[config.mk]
export PLATFORM = sky130hd
export DESIGN_NAME = ysyx_23060025_clint
export DESIGN_NICKNAME = d
export VERILOG_FILES = /design/src/rtl/ysyx_23060025_clint.sv
export SDC_FILE = /design/constraint.sdc
export NUM_CORES = 1
export LEC_CHECK = 0
export ABC_AREA = 1
export BUFFER_PORTS_ARGS = -buffer_cell sky130_fd_sc_hd__buf_4
export CAP_MARGIN = 40
export CELL_PAD_IN_SITES_DETAIL_PLACEMENT = 0
export CELL_PAD_IN_SITES_GLOBAL_PLACEMENT = 1
export CORE_UTILIZATION = 45
export CTS_CLUSTER_SIZE = 16
export DETAILED_ROUTE_END_ITERATION = 10
export GPL_TIMING_DRIVEN = 0
export PLACE_DENSITY_LB_ADDON = 0.2
export SYNTH_ARGS = -nofsm -noshare
export SYNTH_HDL_FRONTEND = slang
export SYNTH_SLANG_ARGS = --single-unit
[constraint.sdc]
create_clock -name clock -period 5.2 [get_ports clock]
set_clock_uncertainty 0.2 [all_clocks]
set_input_delay 0.78 -clock clock [delete_from_list [all_inputs] [get_ports clock]]
set_output_delay 0.78 -clock clock [all_outputs]
set_load 0.005 [all_outputs]
[src/rtl/ysyx_23060025_clint.sv]
// ysyx_23060025_clint -- core-local timer (CLINT) read responder.
//
// Purpose:
//   Sits on the read-only CLINT branch of the xbar. It holds a free-running
//   64-bit mtime counter and answers single-beat 32-bit AXI-lite reads.
//   mtime is returned as two words. Reading the low word latches the high
//   word into hi_shadow. A later high-word read returns that shadow, so
//   software sees a coherent 64-bit value across the two reads.
//
// Ports:
//   clock           in   single clock, all state on posedge
//   rstn            in   asynchronous active-low reset
//   addr_r_addr_i   in   read address from xbar
//   addr_r_valid_i  in   read address valid
//   addr_r_ready_o  out  responder can accept an address
//   r_data_o        out  read data (mtime snapshot, hi_shadow or 0)
//   r_valid_o       out  read data valid
//   r_last_o        out  last beat, always equal to r_valid_o
//   r_ready_i       in   master accepts read data
//   dbg_state_o     out  current FSM state (0 = IDLE, 1 = RESP)
//
// Handshake semantics:
//   A transfer happens on a posedge where valid && ready are both high.
//   Once r_valid_o is raised, r_data_o, r_valid_o and r_last_o hold until
//   r_ready_i is seen. The address channel is not ready while a response
//   is pending, so addresses presented then are ignored.
//
// Configuration:
//   CLINT_PRESCALE_EN  when defined, mtime advances once every DIV clocks.
//                      A $clog2(DIV)-bit prescale counter drives the tick.
//                      DIV must be >= 1.
//                      When undefined, mtime advances every clock and DIV
//                      is ignored.

module ysyx_23060025_clint #(
  parameter int                  ADDR_LEN   = 32,
  parameter int                  DATA_LEN   = 32,
  parameter logic [ADDR_LEN-1:0] MTIME_ADDR = 32'h0200_BFF8,
  parameter int                  DIV        = 1
) (
  input  logic                clock,
  input  logic                rstn,
  input  logic [ADDR_LEN-1:0] addr_r_addr_i,
  input  logic                addr_r_valid_i,
  output logic                addr_r_ready_o,
  output logic [DATA_LEN-1:0] r_data_o,
  output logic                r_valid_o,
  output logic                r_last_o,
  input  logic                r_ready_i,
  output logic                dbg_state_o
);

  localparam logic [0:0] IDLE = 1'b0;
  localparam logic [0:0] RESP = 1'b1;

  localparam logic [ADDR_LEN-1:0] MTIME_HI_ADDR = MTIME_ADDR + 4;

  logic [0:0]          state;
  logic [63:0]         mtime;
  logic [31:0]         hi_shadow;
  logic                tick;
  logic [DATA_LEN-1:0] rd_sel;
  logic                is_lo;

  assign dbg_state_o = state;

`ifdef CLINT_PRESCALE_EN
  // A width of at least one bit keeps DIV=1 legal.
  // In that case the counter sits at 0 and mtime ticks every clock.
  localparam int PW = (DIV > 1) ? $clog2(DIV) : 1;
  localparam logic [PW-1:0] PRE_MAX = PW'(DIV - 1);

  logic [PW-1:0] pre_cnt;

  if (DIV < 1) begin : g_div_check
    $error("ysyx_23060025_clint: DIV must be >= 1");
  end

  always_ff @(posedge clock or negedge rstn) begin
    if (!rstn) begin
      pre_cnt <= '0;
    end else if (pre_cnt == PRE_MAX) begin
      pre_cnt <= '0;
    end else begin
      pre_cnt <= pre_cnt + 1'b1;
    end
  end

  assign tick = (pre_cnt == PRE_MAX);
`else
  // DIV has no effect without the prescaler.
  if (DIV < 1) begin : g_div_unused
  end

  assign tick = 1'b1;
`endif

  // Full-width address compare.
  // Unaligned or unmapped addresses fall through to zero.
  assign is_lo = (addr_r_addr_i == MTIME_ADDR);

  always_comb begin
    rd_sel = '0;
    if (is_lo) begin
      rd_sel = DATA_LEN'(mtime[31:0]);
    end else if (addr_r_addr_i == MTIME_HI_ADDR) begin
      rd_sel = DATA_LEN'(hi_shadow);
    end
  end

  always_ff @(posedge clock or negedge rstn) begin
    if (!rstn) begin
      state          <= IDLE;
      mtime          <= '0;
      hi_shadow      <= '0;
      r_data_o       <= '0;
      r_valid_o      <= 1'b0;
      r_last_o       <= 1'b0;
      addr_r_ready_o <= 1'b0;
    end else begin
      // mtime keeps counting through backpressure.
      // Returned data is the value captured at the address handshake.
      mtime <= mtime + {63'd0, tick};

      case (state)
        IDLE: begin
          addr_r_ready_o <= 1'b1;
          if (addr_r_valid_i && addr_r_ready_o) begin
            state          <= RESP;
            addr_r_ready_o <= 1'b0;
            r_valid_o      <= 1'b1;
            r_last_o       <= 1'b1;
            r_data_o       <= rd_sel;
            if (is_lo) begin
              hi_shadow <= mtime[63:32];
            end
          end
        end
        RESP: begin
          if (r_ready_i) begin
            state          <= IDLE;
            r_valid_o      <= 1'b0;
            r_last_o       <= 1'b0;
            addr_r_ready_o <= 1'b1;
          end
        end
        default: begin
          state          <= IDLE;
          r_valid_o      <= 1'b0;
          r_last_o       <= 1'b0;
          addr_r_ready_o <= 1'b0;
        end
      endcase
    end
  end

endmodule

==> flow_metrics.tcl, run 1 <==
set metrics [dict create \
    run_status "finished clean" \
    reg2reg_depth 7 \
    path_clk_slew_ns 0.06 \
    worstPathArrival_ns 2.34 \
    ctsHoldBuffers 0 \
    cts-root-buf "clkbuf_16" \
    rr_endpoint "mtime[32]" \
    core_mm2 0.0148 \
    clockBufferDepth 2 \
    r2r_start "mtime[0]" \
    wl_per_cell_um 17.0 \
    wl_met2_um 8800 \
    max_slew_margin 0.576 \
    crit_buf_inv 1 \
    die_y_um 126 \
    worst-endpoint-required_ns 5.30 \
    syn_nets 915 \
    cts_buffers 17 \
    worstSetupPathType "reg -> reg" \
    grt_pass1_wl_um 32100 \
    post_cts_resized 0 \
    clkLatencyLatePin_ns 0.42 \
    ys_seq_elements 131 \
    critPathTopFamily "simple AND/OR/NAND/NOR gates" \
    postCtsSetupBuffers 0 \
    wirelength_um 19800 \
    p_switching_mw 0.608 \
    switching_share 0.250 \
    synth_area_per_cell_um2 7.88 \
    pin_count 72 \
    vdd_drop_max_mv 0.199 \
    layout-drive-gt1-share 0.175 \
    antenna_found_initial 0 \
    layout_commonest_cell "nand2_1" \
    syn-cell-area_mm2 0.00692 \
    cp_max_fo 6 \
    grt_overflow_total 0 \
    sequentialPowerShare 0.427 \
    cts_tree "done" \
    drt-initial-drc-count 430 \
    p_comb_frac 0.083 \
    io_buffers 71 \
    grt_use_total 0.270 \
    start_util 0.469 \
    cp_cell_sequence "ha_1, inv_2, nor2_4, nand2_1, nor2_2, nand2_1, xor2_1" \
    drtPass1Iterations 5 \
    yosysSeqAreaShare 0.474 \
    powerDensity_mw_per_mm2 293 \
    fin_nets 1006 \
    critPathSlowestCell "dfrtp_1" \
    clock-sinks 131 \
    fin_util 0.563 \
    dr_wl_met3_um 1160 \
    cap_violations 0 \
    rows 44 \
    hold_violations 0 \
    dieArea_mm2 0.0159 \
    worst_pin_slew_ns 0.636 \
    remaining_drc_errors 0 \
    vias 6138 \
    place_hpwl_um 15800 \
    antenna_left 0 \
    yosysWarnings 0 \
    htreeDepth 4 \
    cp_num_cells 7 \
    syn_inst 878 \
    clkPwrFrac 0.490 \
    grt_pass1_vias 6049 \
    setup_violations 0 \
    final_cell_mix "nand2_1 (249), dfrtp_1 (131), nor2_1 (122)" \
    timing.fmax_mhz 447 \
    r2r_slack_ns 2.96 \
    final.min_clock_period_ns 2.24 \
    leakagePower_nw 3.74 \
    rsz0062_at_grt "no" \
    fillers 1461 \
    startpoint_type "flop" \
    crit_path_max_incr_delay_ns 0.47 \
    num_antenna_cells 0 \
    internal-power_mw 1.83 \
    die_w_um 126 \
    final_max_slew_viol_count 0 \
    via_per_inst 5.26 \
    ys_types 32 \
    met1_length_um 9440 \
    finalSetupTns_ns 0 \
    cp-end-kind "flop" \
    place_congestion 0.918 \
    area_delta_synth_final_pct 20.0 \
    hold_path_class "in -> async" \
    crit_top_cell "nand2_1" \
    period_share 0.430 \
    grt_max_degree 82 \
    highest_layer "met4" \
]
## layout make-up
cell class              count  area, um^2  share of cell area
flip-flops and latches    131        3280               0.395
multi-input cells         640        3190               0.385
inverters                  79         297              0.0357
plain buffers              28         150              0.0181
repair buffers             72         564              0.0680
clock inverters            12         130              0.0157
well taps                 184         230              0.0277
clock buffers              20         457              0.0550
## state kept, by name, indices dropped and copies added (netlist names)
name	cells
addr_r_ready_o	1
dbg_state_o	1
hi_shadow	32
mtime	64
r_data_o	32
r_last_o	1
## Yosys cell counts (all sizes together)
library cell	instances	area, um^2
nor2	140	629
ha	1	12.5
o21ai	39	195
nand3	73	378
inv	79	297
or2	1	6.26
nand2	259	1000
xor2	35	337
nor3	7	62.6
nand3b	1	7.51
buf	25	139
and2	9	67.6
xnor2	11	96.3
dfrtp	131	3280
a21oi	1	5.00
clkbuf	3	11.3
nand4	63	394
## power by group through the flow
stage	Sequential, mW	Clock [mW]	Combinational, mW
global placement	1.06	0	0.200
detailed placement	1.06	0	0.205
global route	1.04	1.26	0.225
floorplan	1.06	0	0.0911
finish	1.04	1.19	0.203
CTS	1.04	1.21	0.206
## worst max-delay path by stage
stage	startpoint	slack, ns	end
CTS	mtime[0]	3.01	mtime[32]
global placement	rstn	2.62	mtime[62]
floorplan	addr_r_addr_i[14]	3.28	hi_shadow[13]
finish	mtime[0]	2.96	mtime[32]
detailed placement	addr_r_valid_i	2.79	r_data_o[15]
global route	mtime[0]	2.86	mtime[32]
## per-stage QoR
stage / hold WS, ns / area (um^2) / worst slack [ns] / total power, mW / std cells
global placement: 0.263 / 7680 / 2.62 / 1.26 / 1133
detailed placement: 0.268 / 7710 / 2.79 / 1.26 / 1134
floorplan: 0.246 / 6920 / 3.28 / 1.15 / 878
CTS: 0.123 / 8300 / 3.01 / 2.46 / 1166
global route: 0.156 / 8300 / 2.86 / 2.52 / 1166
finish: 0.116 / 8300 / 2.96 / 2.43 / 1166
## per-layer routing
layer	global-route usage	vias to the layer above
li1	-	3014
met1	0.387	2926
met2	0.409	174
met3	0.0544	24
met4	0.0928	0
met5	0	-
## logic make-up (layout without fill, tap and decap cells)
| family | Yosys count | in the layout | synth area share |
|---|---|---|---|
| and+or+nand+nor | 553 | 553 | 0.368 |
| adders and majority gates | 1 | 1 | 0.00181 |
| AOI/OAI and AO/OA | 40 | 40 | 0.0289 |
| DFF | 131 | 131 | 0.474 |
| buffers and inverters | 107 | 211 | 0.0646 |
| xor gates and xnor gates | 46 | 46 | 0.0626 |
No activity file was read; power rests on OpenSTA's default activity.
==> run 2, diff against run 1 <==
CORE_UTILIZATION = 44   (was 45)
clock period = 2.12 ns   (was 5.2 ns; I/O delays follow)
==> run 2 against run 1 <==
  * Critical path depth did not move
  * Critical endpoint unchanged
  * Sequential share of layout area shrank 0.28 points
  * Global-route usage is 0.42 points lower
  * Wire length rose by 1.4%
==> flow_metrics.tcl, run 2 (synthesis gave the netlist of run 1 again) <==
set metrics [dict create \
    run_status "finished clean" \
    postCtsSetupBuffers 0 \
    layout-drive-gt1-share 0.179 \
    antenna_found_initial 0 \
    drt-initial-drc-count 419 \
    rsz0062_at_grt "no" \
    critPathLaunch "mtime[0]" \
    hold_path_class "in -> reg" \
    powerDensity_mw_per_mm2 707 \
    period_share 0.952 \
    final_max_slew_viol_count 0 \
    worst_pin_slew_ns 0.609 \
    leakagePower_nw 3.77 \
    timing.fmax_mhz 495 \
    multi_input_comb_area_mm2 0.00321 \
    r2r_start "mtime[0]" \
    largest-register "mtime" \
    grt_use_total 0.266 \
    cts_buffers 17 \
    hold_depth 3 \
    vias 6027 \
    wl_per_cell_um 16.8 \
    grt_overflow_total 0 \
    finalSetupTns_ns 0 \
    pin_count 72 \
    io_buffers 71 \
    hold_violations 0 \
    largest_register_ffs 64 \
    cp_max_fo 6 \
    place_congestion 0.924 \
    vdd_drop_max_mv 0.508 \
    reg_top3 "mtime (64), hi_shadow (32), r_data_o (32)" \
    reg2reg_depth 7 \
    max_slew_margin 0.594 \
    r2r_slack_ns 0.10 \
    clockBufferDepth 2 \
    drtPass1Iterations 5 \
    cp-end-kind "flop" \
    startpoint_type "flop" \
    path_clk_slew_ns 0.06 \
    via_per_inst 5.04 \
    place_hpwl_um 16100 \
    start_util 0.453 \
    dieArea_mm2 0.0162 \
    die_y_um 127 \
    rows 45 \
    htreeDepth 4 \
    antenna_left 0 \
    rr_endpoint "mtime[32]" \
    fin_nets 1008 \
    cap_violations 0 \
    num_antenna_cells 0 \
    whs_ns 0.198 \
    worstSetupPathType "reg -> reg" \
    area_delta_synth_final_pct 20.9 \
    fillers 1529 \
    core_mm2 0.0153 \
    holdCritStartpoint "addr_r_valid_i" \
    wirelength_um 20100 \
    grt_max_degree 72 \
    holdPathEnd "dbg_state_o" \
    grt_pass1_vias 5887 \
    worstPathArrival_ns 2.12 \
    die_w_um 127 \
    cts_tree "done" \
    setup_violations 0 \
    final_cell_mix "nand2_1 (249), dfrtp_1 (130), nor2_1 (121)" \
    clock-sinks 131 \
    seqCellArea_mm2 0.00328 \
    worst-endpoint-required_ns 2.22 \
    remaining_drc_errors 0 \
    cts-root-buf "clkbuf_16" \
    grt_pass1_wl_um 31800 \
    clkLatencyLatePin_ns 0.42 \
    final.min_clock_period_ns 2.02 \
    layout_commonest_cell "nand2_1" \
]
-- run 2: cell types whose count changed in the layout (fill, tap and decap cells not counted), sizes merged --
cell         change
buf              -1
clkinv           +3
clkinvlp         -2
dlygate4sd3      +2
-- run 2: critical path, stage by stage, from the launching register on --
cell and delay [ns]:
dfrtp_2 0.43, ha_2 0.28, inv_2 0.08, nor2_4 0.18, nand2_1 0.18, nor2_4 0.24, nand2_1 0.14, xor2_1 0.16
-- run 2: what timing repair did --
action / CTS / global route
setup endpoints to repair: 3 / 11
resized for setup: 2 / 4
hold buffers: 2 / 0
hold endpoints to repair: 63 / 0
pin swaps: 0 / 0
-- run 2: worst max-delay path by stage --
stage                endpoint  cells after the start
global placement    mtime[32]                      7
detailed placement  mtime[32]                      7
finish              mtime[32]                      7
CTS                 mtime[52]                      8
floorplan           mtime[32]                      7
global route        mtime[32]                      7
-- run 2: through the flow --
stage          cells  cell area (um^2)  total power, mW   util  worst slack, ns
4_1_cts         1195              8350             5.96  0.547           0.0174
3_3_place_gp    1160              7710             3.08  0.506          -0.0678
6_report        1195              8360             5.91  0.548            0.101
5_1_grt         1195              8360             6.12  0.548           0.0139
3_5_place_dp    1161              7750             3.09  0.508          -0.0619
2_1_floorplan    878              6920             2.82      -            0.386
-- run 2: routing by layer --
| layer | wire (um) | GRT usage | vias to the layer above |
|---|---|---|---|
| met1 | 9700 | 0.378 | 2842 |
| li1 | - | - | 3004 |
| met2 | 8930 | 0.406 | 161 |
| met4 | 392 | 0.0875 | 0 |
| met5 | 0 | 0 | - |
| met3 | 1100 | 0.0557 | 20 |
-- run 2: report_power, final --
part / switching (mW) / internal (mW) / leakage (nW) / total [mW]
combinational: 0.334 / 0.163 / 1.68 / 0.496
sequential: 0.0204 / 2.53 / 1.81 / 2.55
clock: 1.11 / 1.76 / 0.279 / 2.87
-- run 2: area by class of cell --
type                            count  share of cell area
Multi-Input combinational cell    640               0.384
Sequential cell                   131               0.392
Clock buffer                       19              0.0530
Inverter                           79              0.0355
Buffer                             28              0.0181
Timing Repair Buffer               74              0.0699
Tap cell                          211              0.0316
Clock inverter                     13              0.0160
